**src/rtl/startup_gate_pkg.sv**
```systemverilog
// rtl/startup_gate_pkg.sv - shared types and constants for startup_gate
package startup_gate_pkg;

  typedef enum logic [1:0] {
    ST_WAIT   = 2'd0,
    ST_SETTLE = 2'd1,
    ST_RUN    = 2'd2,
    ST_HOLD   = 2'd3
  } state_t;

  localparam int SETTLE_MAX   = 15;
  localparam int SETTLE_CNT_W = 4;

endpackage

```
**src/rtl/startup_gate_if.sv**
```systemverilog
// rtl/startup_gate_if.sv - input/output valid-ready streams of startup_gate
interface startup_gate_if #(
  parameter int DW = 8
);
  logic          in_valid;
  logic [DW-1:0] in_data;
  logic          in_ready;
  logic          out_valid;
  logic [DW-1:0] out_data;
  logic          out_ready;

  modport master (
    output in_valid, in_data, out_ready,
    input  in_ready, out_valid, out_data
  );

  modport slave (
    input  in_valid, in_data, out_ready,
    output in_ready, out_valid, out_data
  );
endinterface

```
**src/rtl/startup_gate_fifo.sv**
```systemverilog
// rtl/startup_gate_fifo.sv - beat buffer with wrap-bit pointers and occupancy
module startup_gate_fifo #(
  parameter int DW    = 8,
  parameter int DEPTH = 4
) (
  input  logic                       clk,
  input  logic                       rstn,
  input  logic                       push,
  input  logic                       pop,
  input  logic [DW-1:0]              wr_data,
  output logic [DW-1:0]              rd_data,
  output logic [$clog2(DEPTH):0]     level,
  output logic                       full,
  output logic                       empty
);
  localparam int AW = $clog2(DEPTH);

  logic [DW-1:0] mem [DEPTH];
  logic [AW:0]   wr_ptr;
  logic [AW:0]   rd_ptr;
  logic          do_push;
  logic          do_pop;

  assign full    = (wr_ptr[AW-1:0] == rd_ptr[AW-1:0]) && (wr_ptr[AW] != rd_ptr[AW]);
  assign empty   = (wr_ptr == rd_ptr);
  assign level   = wr_ptr - rd_ptr;
  assign rd_data = mem[rd_ptr[AW-1:0]];
  assign do_push = push && !full;
  assign do_pop  = pop && !empty;

  // Storage is not reset; stale entries are unreachable once the pointers clear.
  always_ff @(posedge clk) begin
    if (do_push) begin
      mem[wr_ptr[AW-1:0]] <= wr_data;
    end
  end

  always_ff @(posedge clk) begin
    if (!rstn) begin
      wr_ptr <= '0;
      rd_ptr <= '0;
    end else begin
      if (do_push) begin
        wr_ptr <= wr_ptr + 1'b1;
      end
      if (do_pop) begin
        rd_ptr <= rd_ptr + 1'b1;
      end
    end
  end

endmodule

```
**src/rtl/startup_gate.sv**
```systemverilog
// rtl/startup_gate.sv - buffers a stream and releases it once init_ready has settled
// Optional checks: define STARTUP_GATE_ASSERT_EN.
module startup_gate
  import startup_gate_pkg::*;
#(
  parameter int DW     = 8,
  parameter int DEPTH  = 4,
  parameter int SETTLE = 2
) (
  input  logic                    clk,
  input  logic                    rstn,
  input  logic                    init_ready,
  startup_gate_if.slave           bus,
  output logic [$clog2(DEPTH):0]  level,
  output logic                    active
);
  localparam int LW         = $clog2(DEPTH) + 1;
  localparam int SETTLE_EFF = (SETTLE > SETTLE_MAX) ? SETTLE_MAX : SETTLE;
  localparam logic [SETTLE_CNT_W-1:0] SETTLE_LAST = SETTLE_CNT_W'(SETTLE_EFF - 1);

  state_t                  state;
  state_t                  state_nxt;
  logic [SETTLE_CNT_W-1:0] cnt;
  logic [SETTLE_CNT_W-1:0] cnt_nxt;
  logic                    full;
  logic                    empty;
  logic                    push;
  logic                    pop;

  // Acceptance depends only on space, so beats are buffered in every state.
  assign bus.in_ready  = rstn && !full;
  assign push          = bus.in_valid && bus.in_ready;
  assign bus.out_valid = ((state == ST_RUN) && !empty) || (state == ST_HOLD);
  assign pop           = bus.out_valid && bus.out_ready;
  assign active        = (state == ST_RUN);

  startup_gate_fifo #(
    .DW    (DW),
    .DEPTH (DEPTH)
  ) u_fifo (
    .clk     (clk),
    .rstn    (rstn),
    .push    (push),
    .pop     (pop),
    .wr_data (bus.in_data),
    .rd_data (bus.out_data),
    .level   (level),
    .full    (full),
    .empty   (empty)
  );

  always_ff @(posedge clk) begin
    if (!rstn) begin
      state <= ST_WAIT;
      cnt   <= '0;
    end else begin
      state <= state_nxt;
      cnt   <= cnt_nxt;
    end
  end

  always_comb begin
    state_nxt = state;
    cnt_nxt   = cnt;
    case (state)
      ST_WAIT: begin
        if (init_ready) begin
          cnt_nxt   = '0;
          state_nxt = (SETTLE_EFF == 0) ? ST_RUN : ST_SETTLE;
        end
      end
      ST_SETTLE: begin
        if (!init_ready) begin
          state_nxt = ST_WAIT;
        end else begin
          cnt_nxt = cnt + 1'b1;
          if (cnt == SETTLE_LAST) begin
            state_nxt = ST_RUN;
          end
        end
      end
      ST_RUN: begin
        // A beat already on offer must complete before release stops.
        if (!init_ready) begin
          state_nxt = (bus.out_valid && !bus.out_ready) ? ST_HOLD : ST_WAIT;
        end
      end
      ST_HOLD: begin
        if (bus.out_ready) begin
          state_nxt = ST_WAIT;
        end
      end
      default: state_nxt = ST_WAIT;
    endcase
  end

`ifdef STARTUP_GATE_ASSERT_EN
  logic [1:0] cov_step;

  always_ff @(posedge clk) begin
    if (!rstn) begin
      cov_step <= '0;
    end else if (state != state_nxt) begin
      if (state == ST_WAIT && state_nxt == ST_SETTLE)
        cov_step <= 2'd1;
      else if (state == ST_SETTLE && state_nxt == ST_RUN && cov_step == 2'd1)
        cov_step <= 2'd2;
      else if (state == ST_RUN && state_nxt == ST_HOLD && cov_step == 2'd2)
        cov_step <= 2'd3;
      else
        cov_step <= 2'd0;
    end
  end

  a_stall_stable: assert property (@(posedge clk) disable iff (!rstn)
    bus.out_valid && !bus.out_ready |=> bus.out_valid && $stable(bus.out_data));
  a_no_valid_idle: assert property (@(posedge clk) disable iff (!rstn)
    (state == ST_WAIT || state == ST_SETTLE) |-> !bus.out_valid);
  a_level_max: assert property (@(posedge clk) disable iff (!rstn)
    level <= LW'(DEPTH));
  a_no_push_full: assert property (@(posedge clk) disable iff (!rstn)
    full |-> !push);
  a_reset_quiet: assert property (@(posedge clk) disable iff (!rstn)
    $rose(rstn) |-> !bus.out_valid);
  c_full_cycle: cover property (@(posedge clk) disable iff (!rstn)
    cov_step == 2'd3 && state == ST_HOLD && state_nxt == ST_WAIT);
`endif

endmodule

```
**src/flat_wrapper.sv**
```systemverilog
// flat-port wrapper written by rule: the top's interface ports become plain ports
module startup_gate_flat import startup_gate_pkg::*;
#(
  parameter int DW     = 8,
  parameter int DEPTH  = 4,
  parameter int SETTLE = 2
)
  (clk, rstn, init_ready, level, active, bus_in_valid, bus_in_data, bus_out_ready, bus_in_ready, bus_out_valid, bus_out_data);
  startup_gate_if #(.DW(DW)) bus_i ();
  input  logic clk;
  input  logic rstn;
  input  logic init_ready;
  output logic [$clog2(DEPTH):0] level;
  output logic active;
  input wire logic [$bits(bus_i.in_valid)-1:0] bus_in_valid;
  input wire logic [$bits(bus_i.in_data)-1:0] bus_in_data;
  input wire logic [$bits(bus_i.out_ready)-1:0] bus_out_ready;
  output wire logic [$bits(bus_i.in_ready)-1:0] bus_in_ready;
  output wire logic [$bits(bus_i.out_valid)-1:0] bus_out_valid;
  output wire logic [$bits(bus_i.out_data)-1:0] bus_out_data;
  assign bus_i.in_valid = bus_in_valid;
  assign bus_i.in_data = bus_in_data;
  assign bus_i.out_ready = bus_out_ready;
  assign bus_in_ready = bus_i.in_ready;
  assign bus_out_valid = bus_i.out_valid;
  assign bus_out_data = bus_i.out_data;
  startup_gate #(.DW(DW), .DEPTH(DEPTH), .SETTLE(SETTLE)) u_core (.clk(clk), .rstn(rstn), .init_ready(init_ready), .bus(bus_i), .level(level), .active(active));
endmodule
```
**config.mk**
```make
export PLATFORM = sky130hd
export DESIGN_NAME = startup_gate_flat
export DESIGN_NICKNAME = d
export VERILOG_FILES = /design/src/rtl/startup_gate_pkg.sv /design/src/rtl/startup_gate_if.sv /design/src/rtl/startup_gate_fifo.sv /design/src/rtl/startup_gate.sv /design/src/flat_wrapper.sv
export SDC_FILE = /design/constraint.sdc
export NUM_CORES = 1
export LEC_CHECK = 0
export ABC_AREA = 1
export CAP_MARGIN = 10
export CORE_MARGIN = 1.5
export CORE_UTILIZATION = 45
export DETAILED_ROUTE_END_ITERATION = 16
export PLACE_DENSITY = 0.7
export SLEW_MARGIN = 20
export SYNTH_ARGS = -nofsm -noshare
export SYNTH_HDL_FRONTEND = slang
export SYNTH_SLANG_ARGS = --single-unit
```
**constraint.sdc**
```tcl
create_clock -name clk -period 1.9 [get_ports clk]
set_input_delay 0.38 -clock clk [delete_from_list [all_inputs] [get_ports clk]]
set_output_delay 0.38 -clock clk [all_outputs]
set_load 0.03 [all_outputs]
```
# Word level (Yosys, flattened, before mapping)
# Memories as Yosys holds them, arrays and structs flattened. A register that Yosys moved wholly into a read port is not among the register bits.
# Cells that the tools add are included.
# word_totals
register_bits	12
latch_bits	0
ramBits	32
romBits	0
inputBits	13
out_inout_bits	14
word_cells	51
mem_count	1
# memory_table
memory	depth	word_bits	read_ports	rd_ports_with_merged_regs	wr	line_no	source
u_core.u_fifo.mem	4	8	1	1	1	startup_gate_fifo.sv:18	logic [DW-1:0] mem [DEPTH];
# classes
add_sub_neg	4
n_mul	0
n_div	0
order_cmp	0
eq_ne	12
n_shift	0
n_mux	14
bitwise	0
reduce_logical	16
# op_table
cell	n
2-to-1 mux 2 bit	8
logical AND 1 bit	8
2-to-1 mux 4 bit	2
!= test 2 bit (second input constant)	4
one-hot mux 2 bit (4 select lines)	1
one-hot mux 4 bit (2 select lines)	1
adder 3 x 1 -> 3 bit (second input constant)	2
adder 4 x 1 -> 4 bit (second input constant)	1
== test 2 bit (second input constant)	2
== test 4 x 1 -> 1 bit (second input constant)	1
AND reduction 4 bit	1
== test 3 bit	1
zero test 1 bit	3
!= test 3 x 2 -> 1 bit (second input constant)	1
AND reduction 3 bit	1
subtractor 3 bit	1
== test 2 x 1 -> 1 bit (second input constant)	1
== test 2 bit	1
zero test 2 bit	1
2-to-1 mux 1 bit	2
nonzero test 2 bit	1
logical OR 1 bit	1
!= test 1 bit	1

# Logic depth before layout (Yosys ltp)
# logic_depth
depth_word	8
mapped_depth	9
mapped_depth_nobuf	9

# Cells and area by module
# A second synthesis with hierarchy kept.
# unflattened
cells_unflattened	215
area_unflattened_um2	2159.6
# by_module_without_submodules
module	instances	cells_per_inst	area_per_inst_um2	seq_area_each_um2
startup_gate_fifo	1	150	1710.4	1121.1
startup_gate	1	65	449.2	120.1

# Least setup slack after synthesis
# Ideal clock, no wire load.
# synth_path
path_type	register -> output
startpoint	register u_core.u_fifo.wr_ptr[0]
endpoint	output port level[2]
arrival_ps	1593
required_ps	1520
path_slack_ps	-73
path_stages_with_launch	5
path_buffers	0
path_cell_list	dfxtp_1 > inv_1 > ha_1 > fa_1 > xor2_1
# synth_between
elab_chain_len	1
# synth_rtl
item	line_no	source
from (decl)	startup_gate_fifo.sv:19	logic [AW:0] wr_ptr;
from (signal assigned)	startup_gate_fifo.sv:44	wr_ptr <= wr_ptr + 1'b1;
subtractor 3 bit	startup_gate_fifo.sv:26	assign level = wr_ptr - rd_ptr;
to (decl)	flat_wrapper.sv:13	output logic [$clog2(DEPTH):0] level;
# No other way between the ends.

# Worst setup path in the final report
# layout_path
startpoint	register u_core.u_fifo.wr_ptr[0]
endpoint	output port level[1]
# The elaborated chain is that of the path after synthesis.

==> flow_metrics.py <==
metrics = {
    "sta": {
        "slew_viol_final": 0,
        "rsz0062_at_grt": "true",
        "max_freq_mhz": 528,
        "period_minus_slack_ns": 1.89,
        "setup_ws_ns": 0.00546,
        "period_share": 0.997,
        "hold_viol": 0,
        "worst_pin_slew_ns": 0.291,
        "fin_worst_skew_ns": 0.00913,
        "slew_headroom": 0.806,
        "setup_viol": 0,
    },
    "placement": {
        "port-buffer-count": 26,
        "place_inst": 298,
        "pre_cts_ws_ns": -0.212,
        "hpwlAfterDp_um": 2710,
        "post_dp_cell_area_um2": 2510,
        "routabilityCongestion": 0.797,
    },
    "layout": {
        "fillCellCount": 376,
        "fin_util": 0.619,
        "finalInstanceArea_um2": 2750,
        "drive_above_1_share": 0.294,
        "instances_no_fill": 314,
        "final_cell_mix": "nor2_1 (33), edfxtp_1 (32), buf_4 (29)",
        "area_growth_pct": 29.5,
        "diodes": 0,
        "final_common_cell": "nor2_1",
        "fin_nets": 284,
    },
    "die": {
        "dieArea_um2": 5150,
        "io_pins": 27,
        "core-area_um2": 4440,
        "die_w_um": 71.7,
        "core.rowCount": 24,
        "start_util": 0.478,
        "die_h_um": 71.7,
    },
    "synth": {
        "synthesis.nets": 233,
        "seq_area_frac_synth": 0.584,
        "synth_top_area_share": 0.452,
        "synth_cell_types": 28,
        "ys_seq_elements": 46,
        "ys_warn_count": 0,
        "synth_cells": 210,
        "synth_area_leader_cell": "edfxtp_1",
        "avgSynthCellArea_um2": 10.1,
        "synth_area_leaders": "edfxtp_1 (45%), dfxtp_1 (13%), nor2_1 (5.8%)",
        "syn_area_um2": 2130,
    },
    "clock_network": {
        "insertion_delay_ns": 0.29,
        "clockRootBuffer": "clkbuf_8",
        "clk_path_buf_depth": 2,
        "cts_hold_buf": 0,
        "cts.sinks": 46,
        "cts_buffers": 5,
        "cts_tree": "built",
        "clk_pin_slew_ns": 0.08,
        "cts.htree.levels": 2,
    },
    "grt": {
        "antenna_found_initial": 0,
        "grt.total_usage": 0.178,
        "grt_pass1_wl_um": 6980,
        "gr-total-overflow": 0,
        "grt_pass1_vias": 1540,
        "grt_start_max_net_pins": 17,
    },
    "routing": {
        "routed_wl_um": 4170,
        "drc": 0,
        "drt.antenna.violating_nets": 0,
        "wire_per_inst_um": 13.3,
        "initialDrtViolationCount": 117,
        "viasPerCell": 4.98,
        "vias": 1564,
        "first_pass_iters": 4,
    },
    "hold_path": {
        "hold_end": "u_core.cnt[3]$_SDFFE_PN0P_",
        "min_path_type": "flip-flop to flip-flop",
        "worstHoldPathCells": 2,
        "worstHoldStart": "u_core.cnt[3]$_SDFFE_PN0P_",
    },
    "setup_path": {
        "reg2reg_depth": 9,
        "reg2reg_to": "u_core.u_fifo.mem[0][0]$_DFFE_PP_",
        "crit_path_frequent_cell": "inv_2",
        "worstReg2RegStart": "u_core.u_fifo.rd_ptr[0]$_SDFFE_PN0P_",
        "path_cells": "inv_2 > ha_4 > fa_2 > inv_2 > buf_6",
        "critPathSlowestCell": "fa_2",
        "endpoint_kind": "primary output",
        "cp.required_ns": 1.52,
        "crit_path_start_kind": "flip-flop",
        "worstPathMaxFanout": 2,
        "cp.arrival_ns": 1.51,
        "cp_slowest_stage_delay_ns": 0.53,
        "crit_type": "flip-flop to primary output",
        "r2r_setup_slack_ns": 0.12,
    },
    "power_and_ir_drop": {
        "power_leakage_uw": 0.00114,
        "p_total_uw": 2290,
        "powerDensity_nw_per_um2": 833,
        "vdd_drop_max_mv": 0.461,
    },
    "outcome": {
        "status": "completed",
    },
    "job": {
        "drv_cap": 0,
    },
}
==> cells in the mapped netlist, drive strengths merged <==
| library cell | n |
|---|---|
| nor2 | 35 |
| nand2 | 33 |
| edfxtp | 32 |
| inv | 27 |
| o21ai | 18 |
| dfxtp | 14 |
| ha | 9 |
| nand3 | 9 |
| a21oi | 8 |
| o22ai | 8 |
| buf | 5 |
| nand4 | 4 |
| xor2 | 3 |
| a22oi | 1 |
| fa | 1 |
| nor3 | 1 |
| o21a | 1 |
| or2 | 1 |
==> stage by stage <==
step	hold WS (ns)	setup TNS (ns)
6_report	0.492	0
5_1_grt	0.521	-0.0455
4_1_cts	0.499	0
3_5_place_dp	0.485	-0.212
3_3_place_gp	0.476	-0.150
2_1_floorplan	0.457	0
==> worst max-delay path, delay by kind of cell (launching register included) <==
family     cells  cell delay [ns]
fa+ha+maj      2             0.68
buf+inv        3             0.21
flops          1             0.34
==> final cells by class <==
cell class                 count  area [um^2]  area share
clock buffer                   6         72.6      0.0264
timing repair buffer          48          408       0.148
tap                           52         65.1      0.0236
timing repair inverter         1         7.51     0.00273
clock inverter                 2         37.5      0.0136
sequential                    46         1250       0.454
multi-input combinational    132          800       0.290
inverter                      27          113      0.0409
==> metal layers <==
layer / share of wire / vias up / wire, um / track usage
li1: - / 805 / - / -
met1: 0.47 / 728 / 1960 / 0.229
met2: 0.49 / 23 / 2040 / 0.287
met3: 0.023 / 8 / 98 / 0.0380
met4: 0.018 / 0 / 76 / 0.0839
met5: 0 / - / 0 / 0
==> worst max-delay path by stage <==
stage	from	to	slack [ns]	depth (start not counted)
final	u_core.u_fifo.wr_ptr[0]$_SDFFE_PN0P_	level[1]	0.005	5
after global routing	u_core.u_fifo.wr_ptr[0]$_SDFFE_PN0P_	level[1]	-0.03	5
after CTS	u_core.u_fifo.wr_ptr[0]$_SDFFE_PN0P_	level[1]	0.002	5
after detailed placement	u_core.u_fifo.wr_ptr[0]$_SDFFE_PN0P_	bus_out_valid	-0.21	7
after global placement	u_core.u_fifo.wr_ptr[0]$_SDFFE_PN0P_	bus_out_valid	-0.15	7
after floorplan	u_core.u_fifo.wr_ptr[0]$_SDFFE_PN0P_	level[2]	0.04	4
==> registers in the layout, summed over array words and instances (netlist names), named ones only <==
signal	cells
u_core.u_fifo.rd_ptr	3
u_core.state	2
u_core.u_fifo.mem	32
u_core.u_fifo.wr_ptr	3
u_core.cnt	4
==> cells by family after synthesis <==
family,after synthesis,share of synthesized area
xor+xnor,3,0.0124
simple gates,83,0.184
fa+ha+maj,10,0.0624
buf+inv,32,0.0618
compound gates,36,0.0954
flops,46,0.584
==> repair_timing <==
action,4_1_cts,5_1_grt
endpoints found under the setup margin,6,12
buffers inserted,2,5
pin swaps,2,1
gates resized for setup,20,18
cloned,0,1
==> report_power, final <==
group / leakage (uW) / internal (uW) / switching [uW]
sequential: 0.000407 / 1110 / 34.5
combinational: 0.000678 / 187 / 253
clock: 0.0000514 / 393 / 318
total: 0.00114 / 1690 / 606
No activity file was read; power rests on OpenSTA's default activity.
